## src/rtl/alu_arbiter_if.sv

```systemverilog
`default_nettype none
// ============================================================================
// Module   : alu_arbiter_if
// Brief    : Requester, response and ALU-side signal bundle for alu_arbiter.
// Revision : 1.0  initial release
// ============================================================================
interface alu_arbiter_if #(
    parameter int XLEN    = 64,
    parameter int ALUOP_W = 5
);
    logic               req0_valid;
    logic               req0_ready;
    logic [ALUOP_W-1:0] req0_op;
    logic [XLEN-1:0]    req0_a;
    logic [XLEN-1:0]    req0_b;
    logic               req1_valid;
    logic               req1_ready;
    logic [ALUOP_W-1:0] req1_op;
    logic [XLEN-1:0]    req1_a;
    logic [XLEN-1:0]    req1_b;
    logic               resp0_valid;
    logic               resp0_ready;
    logic [XLEN-1:0]    resp0_data;
    logic               resp1_valid;
    logic               resp1_ready;
    logic [XLEN-1:0]    resp1_data;
    logic               alu_valid;
    logic [ALUOP_W-1:0] alu_op;
    logic [XLEN-1:0]    alu_a;
    logic [XLEN-1:0]    alu_b;
    logic [XLEN-1:0]    alu_data;
    logic               alu_data_ok;

    modport slave (
        input  req0_valid, req0_op, req0_a, req0_b,
        input  req1_valid, req1_op, req1_a, req1_b,
        input  resp0_ready, resp1_ready,
        input  alu_data, alu_data_ok,
        output req0_ready, req1_ready,
        output resp0_valid, resp0_data, resp1_valid, resp1_data,
        output alu_valid, alu_op, alu_a, alu_b
    );

    modport master (
        output req0_valid, req0_op, req0_a, req0_b,
        output req1_valid, req1_op, req1_a, req1_b,
        output resp0_ready, resp1_ready,
        output alu_data, alu_data_ok,
        input  req0_ready, req1_ready,
        input  resp0_valid, resp0_data, resp1_valid, resp1_data,
        input  alu_valid, alu_op, alu_a, alu_b
    );
endinterface
`default_nettype wire

```

## src/rtl/alu_arbiter.sv

```systemverilog
`default_nettype none
// ============================================================================
// Module   : alu_arbiter
// Brief    : Two-port arbiter sharing one execute-stage ALU; one op in flight.
//            Define ALU_ARB_FIXED_PRIO_EN for fixed port-0 priority.
// Revision : 1.0  initial release
// ============================================================================
module alu_arbiter #(
    parameter int XLEN    = 64,
    parameter int ALUOP_W = 5
) (
    input  wire logic       clk,
    input  wire logic       reset,
    input  wire logic       flush,
    alu_arbiter_if.slave    bus
);
    typedef enum logic [1:0] {
        S_IDLE = 2'd0,
        S_EXEC = 2'd1,
        S_RESP = 2'd2
    } state_t;

    state_t             r_state;
    state_t             w_state_nxt;
    logic               r_phase;
    logic               r_owner;
    logic [ALUOP_W-1:0] r_op;
    logic [XLEN-1:0]    r_a;
    logic [XLEN-1:0]    r_b;
    logic [XLEN-1:0]    r_result;

    logic               w_rr_ptr;
    logic               w_grant1;
    logic               w_idle_ok;
    logic               w_ready0;
    logic               w_ready1;
    logic               w_accept;
    logic               w_resp_hs;

`ifdef ALU_ARB_FIXED_PRIO_EN
    assign w_rr_ptr = 1'b0;
`else
    logic r_rr_ptr;
    always_ff @(posedge clk) begin
        if (reset) begin
            r_rr_ptr <= 1'b0;
        end else if (w_accept) begin
            r_rr_ptr <= ~w_ready1;
        end
    end
    assign w_rr_ptr = r_rr_ptr;
`endif

    // Port 1 wins only when it is alone or it holds the round-robin token.
    assign w_grant1  = bus.req1_valid && (!bus.req0_valid || w_rr_ptr);
    assign w_idle_ok = (r_state == S_IDLE) && !flush && !reset;
    assign w_ready0  = w_idle_ok && bus.req0_valid && !w_grant1;
    assign w_ready1  = w_idle_ok && w_grant1;
    assign w_accept  = w_ready0 || w_ready1;
    assign w_resp_hs = r_owner ? bus.resp1_ready : bus.resp0_ready;

    always_comb begin
        w_state_nxt = r_state;
        case (r_state)
            S_IDLE: begin
                if (w_accept) begin
                    w_state_nxt = S_EXEC;
                end
            end
            S_EXEC: begin
                if (flush) begin
                    w_state_nxt = S_IDLE;
                end else if (r_phase && bus.alu_data_ok) begin
                    w_state_nxt = S_RESP;
                end
            end
            S_RESP: begin
                if (flush || w_resp_hs) begin
                    w_state_nxt = S_IDLE;
                end
            end
            default: w_state_nxt = S_IDLE;
        endcase
    end

    always_ff @(posedge clk) begin
        if (reset) begin
            r_state  <= S_IDLE;
            r_phase  <= 1'b0;
            r_owner  <= 1'b0;
            r_op     <= '0;
            r_a      <= '0;
            r_b      <= '0;
            r_result <= '0;
        end else begin
            r_state <= w_state_nxt;
            if (w_accept) begin
                r_owner <= w_ready1;
                r_phase <= 1'b0;
                r_op    <= w_ready1 ? bus.req1_op : bus.req0_op;
                r_a     <= w_ready1 ? bus.req1_a  : bus.req0_a;
                r_b     <= w_ready1 ? bus.req1_b  : bus.req0_b;
            end else if (r_state == S_EXEC) begin
                // First EXEC cycle masks a done pulse left over from an aborted op.
                r_phase <= 1'b1;
            end
            if ((r_state == S_EXEC) && !flush && r_phase && bus.alu_data_ok) begin
                r_result <= bus.alu_data;
            end
        end
    end

    assign bus.req0_ready  = w_ready0;
    assign bus.req1_ready  = w_ready1;
    assign bus.alu_valid   = (r_state == S_EXEC);
    assign bus.alu_op      = r_op;
    assign bus.alu_a       = r_a;
    assign bus.alu_b       = r_b;
    assign bus.resp0_valid = (r_state == S_RESP) && !r_owner;
    assign bus.resp1_valid = (r_state == S_RESP) &&  r_owner;
    assign bus.resp0_data  = r_result;
    assign bus.resp1_data  = r_result;

endmodule
`default_nettype wire
```

## src/flat_wrapper.sv

```systemverilog
// flat-port wrapper written by rule: the top's interface ports become plain ports
module alu_arbiter_flat 
#(
    parameter int XLEN    = 64,
    parameter int ALUOP_W = 5
)
  (clk, reset, flush, bus_req0_valid, bus_req0_op, bus_req0_a, bus_req0_b, bus_req1_valid, bus_req1_op, bus_req1_a, bus_req1_b, bus_resp0_ready, bus_resp1_ready, bus_alu_data, bus_alu_data_ok, bus_req0_ready, bus_req1_ready, bus_resp0_valid, bus_resp0_data, bus_resp1_valid, bus_resp1_data, bus_alu_valid, bus_alu_op, bus_alu_a, bus_alu_b);
  alu_arbiter_if #(.XLEN(XLEN), .ALUOP_W(ALUOP_W)) bus_i ();
  input  wire logic clk;
  input  wire logic reset;
  input  wire logic flush;
  input wire logic [$bits(bus_i.req0_valid)-1:0] bus_req0_valid;
  input wire logic [$bits(bus_i.req0_op)-1:0] bus_req0_op;
  input wire logic [$bits(bus_i.req0_a)-1:0] bus_req0_a;
  input wire logic [$bits(bus_i.req0_b)-1:0] bus_req0_b;
  input wire logic [$bits(bus_i.req1_valid)-1:0] bus_req1_valid;
  input wire logic [$bits(bus_i.req1_op)-1:0] bus_req1_op;
  input wire logic [$bits(bus_i.req1_a)-1:0] bus_req1_a;
  input wire logic [$bits(bus_i.req1_b)-1:0] bus_req1_b;
  input wire logic [$bits(bus_i.resp0_ready)-1:0] bus_resp0_ready;
  input wire logic [$bits(bus_i.resp1_ready)-1:0] bus_resp1_ready;
  input wire logic [$bits(bus_i.alu_data)-1:0] bus_alu_data;
  input wire logic [$bits(bus_i.alu_data_ok)-1:0] bus_alu_data_ok;
  output wire logic [$bits(bus_i.req0_ready)-1:0] bus_req0_ready;
  output wire logic [$bits(bus_i.req1_ready)-1:0] bus_req1_ready;
  output wire logic [$bits(bus_i.resp0_valid)-1:0] bus_resp0_valid;
  output wire logic [$bits(bus_i.resp0_data)-1:0] bus_resp0_data;
  output wire logic [$bits(bus_i.resp1_valid)-1:0] bus_resp1_valid;
  output wire logic [$bits(bus_i.resp1_data)-1:0] bus_resp1_data;
  output wire logic [$bits(bus_i.alu_valid)-1:0] bus_alu_valid;
  output wire logic [$bits(bus_i.alu_op)-1:0] bus_alu_op;
  output wire logic [$bits(bus_i.alu_a)-1:0] bus_alu_a;
  output wire logic [$bits(bus_i.alu_b)-1:0] bus_alu_b;
  assign bus_i.req0_valid = bus_req0_valid;
  assign bus_i.req0_op = bus_req0_op;
  assign bus_i.req0_a = bus_req0_a;
  assign bus_i.req0_b = bus_req0_b;
  assign bus_i.req1_valid = bus_req1_valid;
  assign bus_i.req1_op = bus_req1_op;
  assign bus_i.req1_a = bus_req1_a;
  assign bus_i.req1_b = bus_req1_b;
  assign bus_i.resp0_ready = bus_resp0_ready;
  assign bus_i.resp1_ready = bus_resp1_ready;
  assign bus_i.alu_data = bus_alu_data;
  assign bus_i.alu_data_ok = bus_alu_data_ok;
  assign bus_req0_ready = bus_i.req0_ready;
  assign bus_req1_ready = bus_i.req1_ready;
  assign bus_resp0_valid = bus_i.resp0_valid;
  assign bus_resp0_data = bus_i.resp0_data;
  assign bus_resp1_valid = bus_i.resp1_valid;
  assign bus_resp1_data = bus_i.resp1_data;
  assign bus_alu_valid = bus_i.alu_valid;
  assign bus_alu_op = bus_i.alu_op;
  assign bus_alu_a = bus_i.alu_a;
  assign bus_alu_b = bus_i.alu_b;
  alu_arbiter #(.XLEN(XLEN), .ALUOP_W(ALUOP_W)) u_core (.clk(clk), .reset(reset), .flush(flush), .bus(bus_i));
endmodule
```

## config.mk

```make
export PLATFORM = sky130hd
export DESIGN_NAME = alu_arbiter_flat
export DESIGN_NICKNAME = d
export VERILOG_FILES = /design/src/rtl/alu_arbiter_if.sv /design/src/rtl/alu_arbiter.sv /design/src/flat_wrapper.sv
export SDC_FILE = /design/constraint.sdc
export NUM_CORES = 1
export LEC_CHECK = 0
export BUFFER_PORTS_ARGS = -buffer_cell sky130_fd_sc_hd__buf_2
export CORE_AREA = 2 2 234 236
export CTS_BUF_LIST = sky130_fd_sc_hd__clkbuf_2
export DETAILED_ROUTE_END_ITERATION = 12
export DIE_AREA = 0 0 236 238
export PLACE_DENSITY = 0.5
export REMOVE_ABC_BUFFERS = 1
export SYNTH_ARGS = -nofsm -noshare
export SYNTH_HDL_FRONTEND = slang
export SYNTH_SLANG_ARGS = --single-unit
```

## constraint.sdc

```tcl
create_clock -name clk -period 1.85 [get_ports clk]
set_clock_uncertainty 0.2 [all_clocks]
set_input_delay 0.0925 -clock clk [delete_from_list [all_inputs] [get_ports clk]]
set_output_delay 0.0925 -clock clk [all_outputs]
set_load 0.05 [all_outputs]
```

==> impl_metrics.csv, run 1 <==
group,metric,value,unit
place,placed_area,11820,um2
place,dp_hpwl,28930,um
synth,yosysWarnings,0,
die,die_w,236,um
synth,syn_avg_cell_area,9.741,um2
synth,synth.distinct_cells,34,
clock_network,clkSinkCount,202,
synth,syn_inst,851,
die,io_pins,604,
clock_network,clockBufferDepth,3,
synth,synthTopCellsByArea,"dfxtp_1 (49%), a221o_1 (12%), and3_1 (7.4%), buf_4 (5.9%), nand3_1 (4.0%)",
place,place_congestion,0.7917,
clock_network,cts_root_buf,"clkbuf_2",
clock_network,htree_levels,2,
synth,synth_top_area_share,48.78,%
outcome,error,"[ERROR RSZ-0060] Max buffer count reached.",
die,initial_core_util,15.50,%
clock_network,cts_setup_buffers,23,
die,num_rows,85,
place,port_buffers,603,
die,die_h,238,um
outcome,status,"stopped before the end",
synth,yosysTopAreaCell,"dfxtp_1",
synth,ys_seq_area_share,48.78,%
synth,synth_area,8289,um2
clock_network,cts.repair.resized,1149,
outcome,stop_stage,"4_1_cts",
synth,synth-seq-cells,202,
clock_network,cts_buffers,56,
clock_network,cts_hold_buf,435,
-- through the flow --
step	setup slack, ps	TNS (ps)	cells
global placement	-2.785	-2.785	2028
detailed placement	-30.65	-253.3	2028
floorplan	-3071	-589740	690
-- logic make-up after synthesis --
family          after synthesis  share of synthesized area (%)
compound gates              304                          27.74
flops                       202                          48.78
simple gates                180                          12.72
buf+inv                     164                          10.63
mux                           1                         0.1208
-- Yosys cell counts, drive strengths merged --
master   instances
nor4             1
a21bo            1
a31o             1
or4              1
a21oi           65
nand2            2
and2             3
a41o             1
a31oi            1
nor3b            1
nor2             1
nor2b            3
o21a             1
clkbuf          71
mux2i            1
inv              3
o21ai           65
or3b             1
nand3           66
a22oi            2
a32oi           34
buf             90
dfxtp          202
and3            98
or2              1
nor3             1
a21boi           1
a221o           98
o2bb2ai         34
nand2b           1
==> run 2, diff against run 1 <==
Settings changed: CORE_AREA 2 2 234 236 to 2 2 235 237, CTS_BUF_LIST sky130_fd_sc_hd__clkbuf_2 to unset, DIE_AREA 0 0 236 238 to 0 0 237 239, PLACE_DENSITY 0.5 to unset, PLACE_DENSITY_LB_ADDON set to 0.15.
Clock period 1.85 ns to 2.4 ns, I/O delays scaled along.
==> run 2 against run 1 <==
  * The flow now finishes without violations
  * Area after synthesis did not move
  * Synthesized cell count is the same
==> impl_metrics.csv, run 2 <==
group,metric,value,unit
synth,ys_seq_area_share,48.78,%
hold_path,hp-class,"input pin to flop",
global_routing,grt_max_degree,82,
timing,grt_setup_unrepaired,"no",
timing,tightest_slew,799.8,ps
worst_setup_path,r2r_cells,7,
final_layout,final_core_util,30.41,%
timing,fin_crit_sh,94.65,%
synth,synthTopCellsByArea,"dfxtp_1 (49%), a221o_1 (12%), and3_1 (7.4%), buf_4 (5.9%), nand3_1 (4.0%)",
place,place_congestion,0.7935,
timing,holdWs,55.30,ps
synth,synth_commonest_cells,"dfxtp_1 (202), a221o_1 (98), and3_1 (98)",
hold_path,whs_path_depth,3,
worst_setup_path,crit_family,"simple AND/OR/NAND/NOR gates",
synth,synth.distinct_cells,34,
worst_setup_path,critPathKind,"flop to primary output",
power,power.density,621.7,nW/um2
clock_network,insertion_delay,560,ps
final_layout,seq_area,4045,um2
worst_setup_path,critPathMaxStageDelay,360,ps
final_layout,finalNonFillerCells,2456,
final_layout,layout.nets,2068,
final_layout,nFillCells,5696,
synth,yosysWarnings,0,
synth,syn_avg_cell_area,9.741,um2
clock_network,clockBufferDepth,3,
clock_network,cts_buffers,28,
routing,drc,0,
worst_setup_path,worstPathArrival,1950,ps
outcome,status,"completed",
die,die_w,237,um
final_layout,layout_commonest_cell,"buf_2",
worst_setup_path,path_cells,"nor4_4 > buf_6 > buf_16 > and2_4 > buf_12",
synth,synthFlopType,"dfxtp_1",
routing,drtAntennaViolNets,0,
synth,yosysTopAreaCell,"dfxtp_1",
worst_setup_path,cp-start-kind,"flop",
routing,num_vias,10352,
synth,synth-seq-cells,202,
die,die_h,239,um
timing,final-hold-violation-count,0,
timing,max_freq,0.4402,GHz
timing,layout_min_cycle_time,2272,ps
worst_setup_path,crit_path_end_kind,"primary output",
global_routing,grt_first_pass_wirelength,63660,um
timing,setup_violations,0,
timing,setup_tns,0,ps
worst_setup_path,cp.depth,5,
die,io_pins,604,
power,ir_worst_vdd,0.4335,mV
place,place_inst,2025,
clock_network,clkTransAtPathRegs,60,ps
clock_network,clkSinkCount,202,
synth,synth_top_area_share,48.78,%
routing,viasPerCell,4.215,
synth,yosysMostFrequentCell,"dfxtp_1",
die,initial_core_util,15.25,%
routing,dr.pass1.iters,6,
die,num_rows,86,
synth,syn_inst,851,
die,dieArea,56640,um2
place,dp_hpwl,29210,um
final_layout,drive_gt1_share,39.69,%
worst_setup_path,path_max_fanout,13,
synth,async_reset_ff_share,0,%
clock_network,cts_tree,"yes",
synth,synth_edf_count,0,
worst_setup_path,required,2080,ps
global_routing,grt_usage,14.40,%
die,core,54340,um2
clock_network,cts_root_buf,"clkbuf_16",
global_routing,overflow,0,
routing,wl,44120,um
timing,slew_violations,0,
final_layout,syn2layout_area_growth,99.38,%
worst_setup_path,critical_path_buf_inv_count,3,
synth,synth_area,8289,um2
global_routing,first_global_vias,10813,
routing,wire_per_inst,17.97,um
run,max_cap_viol_count,0,
power,power.leakage,7.763,nW
routing,first_iter_violations,390,
final_layout,final_cell_mix,"buf_2 (602), dlygate4sd3_1 (373), dfxtp_1 (201)",
worst_setup_path,cpMaxStageDelayCell,"nor4_4",
place,port_buffers,603,
global_routing,antenna_found_initial,2,
clock_network,htree_levels,1,
final_layout,multi_input_area,3396,um2
timing,slew_headroom,46.68,%
[run 2: cell counts after synthesis]
Identical to the previous run, type by type.
[run 2: report_power, final]
part,switching (mW),internal [mW],leakage [nW]
sequential,0.112,3.55,1.65
combinational,1.32,0.964,5.66
clock,1.69,2.65,0.457
total,3.12,7.16,7.76
[run 2: per-layer routing]
metal  vias to the layer above  GRT usage, %  wire, um
li1                       4981             -         -
met1                      4850         16.32     17710
met2                       453         26.19     22010
met3                        66         3.545      3128
met4                         2         5.044      1256
met5                         -             0        13
[run 2: worst paths after layout]
kind	to	startpoint	slack, ps
max	bus_req0_ready	u_core.r_state[0]	130
min	u_core.bus.alu_b[63]	bus_req1_valid	60
max reg2reg	u_core.bus.alu_b[47]	u_core.r_state[0]	210
min reg2reg	u_core.bus.alu_a[43]	u_core.bus.alu_a[43]	260
[run 2: area by class of cell]
| class | count | share of cell area, % |
|---|---|---|
| repair buffers | 1010 | 43.80 |
| flip-flops and latches | 202 | 24.48 |
| multi-input cells | 485 | 20.55 |
| well taps | 704 | 5.330 |
| clock buffers | 40 | 4.883 |
| clock inverters | 11 | 0.8555 |
| inverters | 3 | 0.09842 |
| diodes | 1 | 0.01514 |
[run 2: metrics by stage]
step / power (mW) / instance area (um2) / setup WS (ps)
finish: 10.28 / 16530 / 128.3
global route: 10.72 / 16530 / 15.72
CTS: 10.45 / 16490 / 21.21
detailed placement: 5.507 / 11710 / 146.9
global placement: 5.517 / 11710 / 229.6
floorplan: 4.724 / 7420 / -2521
[run 2: repair_timing]
item,4_1_cts,5_1_grt
resized for setup,7,0
setup endpoints to repair,2,1
endpoints found under the hold margin,202,0
hold buffers,373,0
pin swaps,1,1
cloned,2,1
setup buffers,2,1
[run 2: logic make-up (layout without fill, tap and decap cells)]
group | count (synthesis) | count (layout) | share of synthesized area (%)
compound gates | 304 | 304 | 27.74
buf+inv | 164 | 1064 | 10.63
other cells | 0 | 1 | 0
simple gates | 180 | 180 | 12.72
mux | 1 | 1 | 0.1208
flops | 202 | 202 | 48.78
[run 2: tightest hold or removal path: stages]
cell and delay [ps]:
buf_2 290, nand3_2 240, a31oi_1 110
Note: power is estimated with default switching activity, not from simulation.
==> run 3, diff against run 2 <==
Settings changed: CORE_AREA 2 2 235 237 to 2 2 232 234, DIE_AREA 0 0 237 239 to 0 0 234 236.
==> run 3 against run 2 <==
  * First-iteration DRC count shrank 12%
  * Cell count is 1.5% lower
  * Cell area is 2.4% lower
  * Critical path type is now input pin to flop
  * Hold slack improved by 49 ps
  * Largest cell class unchanged
  * Critical path depth increased by 2
  * Die area fell by 2.5%
  * Maximum frequency rose by 0.56%
  * Combinational power about the same
  * Global-route usage increased by 0.33 points
  * Sequential cell count unchanged
==> impl_metrics.csv, run 3 (synthesis results as in run 2) <==
group,metric,value,unit
final_layout,finalNonFillerCells,2419,
routing,first_iter_violations,342,
clock_network,insertion_delay,560,ps
final_layout,nFillCells,5627,
routing,wire_per_inst,17.79,um
clock_network,clkTransAtPathRegs,60,ps
timing,max_freq,0.4427,GHz
timing,grt_setup_unrepaired,"no",
timing,layout_min_cycle_time,2259,ps
die,initial_core_util,15.62,%
timing,fin_crit_sh,94.12,%
worst_setup_path,cp-start-kind,"input pin",
place,place_congestion,0.7796,
routing,viasPerCell,4.267,
routing,wl,43030,um
global_routing,grt_usage,14.74,%
clock_network,cts_buffers,26,
die,dieArea,55220,um2
timing,final-hold-violation-count,0,
hold_path,hp-class,"input pin to flop",
worst_setup_path,path_max_fanout,3,
power,ir_worst_vdd,0.4290,mV
clock_network,clockBufferDepth,3,
worst_setup_path,critPathKind,"input pin to flop",
place,dp_hpwl,30010,um
final_layout,layout.nets,2039,
die,io_pins,604,
timing,setup_tns,0,ps
run,max_cap_viol_count,0,
timing,tightest_slew,618.3,ps
worst_setup_path,crit_path_end_kind,"flop",
clock_network,cts_root_buf,"clkbuf_16",
worst_setup_path,required,2650,ps
final_layout,final_core_util,30.39,%
worst_setup_path,crit_family,"buffers and inverters",
routing,num_vias,10322,
power,power.leakage,7.731,nW
worst_setup_path,path_common_cell,"dlygate4sd3_1",
outcome,status,"completed",
place,place_inst,2019,
final_layout,syn2layout_area_growth,94.60,%
die,num_rows,85,
clock_network,clkSinkCount,202,
timing,holdWs,104.1,ps
global_routing,grt_first_pass_wirelength,63360,um
final_layout,final_cell_mix,"buf_2 (601), dlygate4sd3_1 (341), dfxtp_1 (202)",
power,power.density,618.7,nW/um2
routing,dr.pass1.iters,5,
routing,drc,0,
global_routing,grt_max_degree,82,
global_routing,first_global_vias,10671,
power,total_power,9.981,mW
worst_setup_path,worstPathArrival,2510,ps
worst_setup_path,cpMaxStageDelayCell,"dlygate4sd3_1",
worst_setup_path,path_cells,"dlygate4sd3_1 > buf_2 > or2_2 > dlygate4sd3_1 > a22oi_1 > nor2_1 > dlygate4sd3_1",
worst_setup_path,critPathMaxStageDelay,600,ps
clock_network,cts_tree,"yes",
die,die_h,236,um
global_routing,antenna_found_initial,4,
routing,drtAntennaViolNets,0,
final_layout,drive_gt1_share,40.50,%
place,port_buffers,603,
clock_network,htree_levels,1,
final_layout,layout_commonest_cell,"buf_2",
worst_setup_path,critical_path_buf_inv_count,4,
timing,slew_violations,0,
die,core,53070,um2
timing,slew_headroom,58.78,%
global_routing,overflow,0,
timing,setup_violations,0,
die,die_w,234,um
run 3: changes by cell type in the layout (fill, tap and decap cells not counted), moves of 3 or more:
cell	before	now
buf_4	19	26
clkbuf_16	30	26
clkinvlp_4	3	0
dlygate4sd3_1	373	341
run 3: stage by stage:
stage	setup slack [ps]	cell area [um2]
finish	141.0	16130
CTS	19.72	16080
global route	6.598	16130
global placement	186.4	11710
floorplan	-2521	7420
detailed placement	237.5	11710
run 3: final cells by class:
cell class              count  area [um2]  share of cell area, %
clock buffers              37       752.0                  4.662
multi-input cells         485        3391                  21.02
well taps                 696       870.8                  5.399
flip-flops and latches    202        4044                  25.07
repair buffers            983        6920                  42.90
clock inverters            11       131.4                 0.8145
diodes                      2       5.005                0.03103
inverters                   3       16.27                 0.1008
run 3: layer usage:
| layer | share of wire, % | vias to the layer above | track usage (%) |
|---|---|---|---|
| met1 | 40 | 4848 | 16.60 |
| met5 | 0.056 | - | 0 |
| li1 | - | 4933 | - |
| met2 | 50 | 466 | 26.57 |
| met4 | 3.1 | 4 | 5.274 |
| met3 | 7.3 | 71 | 3.663 |
run 3: worst register-to-register path: stages (launching register included):
cell           delay [ps]
dfxtp_1               440
or3b_2                600
o21ai_0               190
a21oi_1                80
dlygate4sd3_1         570
run 3: report_power, final:
| part | switching (mW) | leakage (nW) | total (mW) | internal [mW] |
|---|---|---|---|---|
| sequential | 0.111 | 1.65 | 3.66 | 3.55 |
| clock | 1.65 | 0.438 | 4.05 | 2.41 |
| combinational | 1.31 | 5.64 | 2.27 | 0.961 |
| total | 3.07 | 7.73 | 9.98 | 6.91 |
run 3: what timing repair did:
item	CTS	global route
hold endpoints to repair	201	0
cloned	1	0
resized for setup	8	0
hold buffers	341	0
setup buffers	2	6
setup endpoints to repair	2	2
pin swaps	1	1
run 3: path summary, 6_finish.rpt:
path | startpoint | to | slack (ps) | cells past startpoint
worst max-delay path | bus_req0_valid | u_core.r_state[0] | 140 | 7
worst min-delay path | bus_req1_a[30] | u_core.bus.alu_a[30] | 100 | 3
worst max register to register | u_core.r_state[0] | u_core.bus.resp0_data[2] | 190 | 4
worst min register to register | u_core.bus.alu_a[2] | u_core.bus.alu_a[2] | 260 | 1
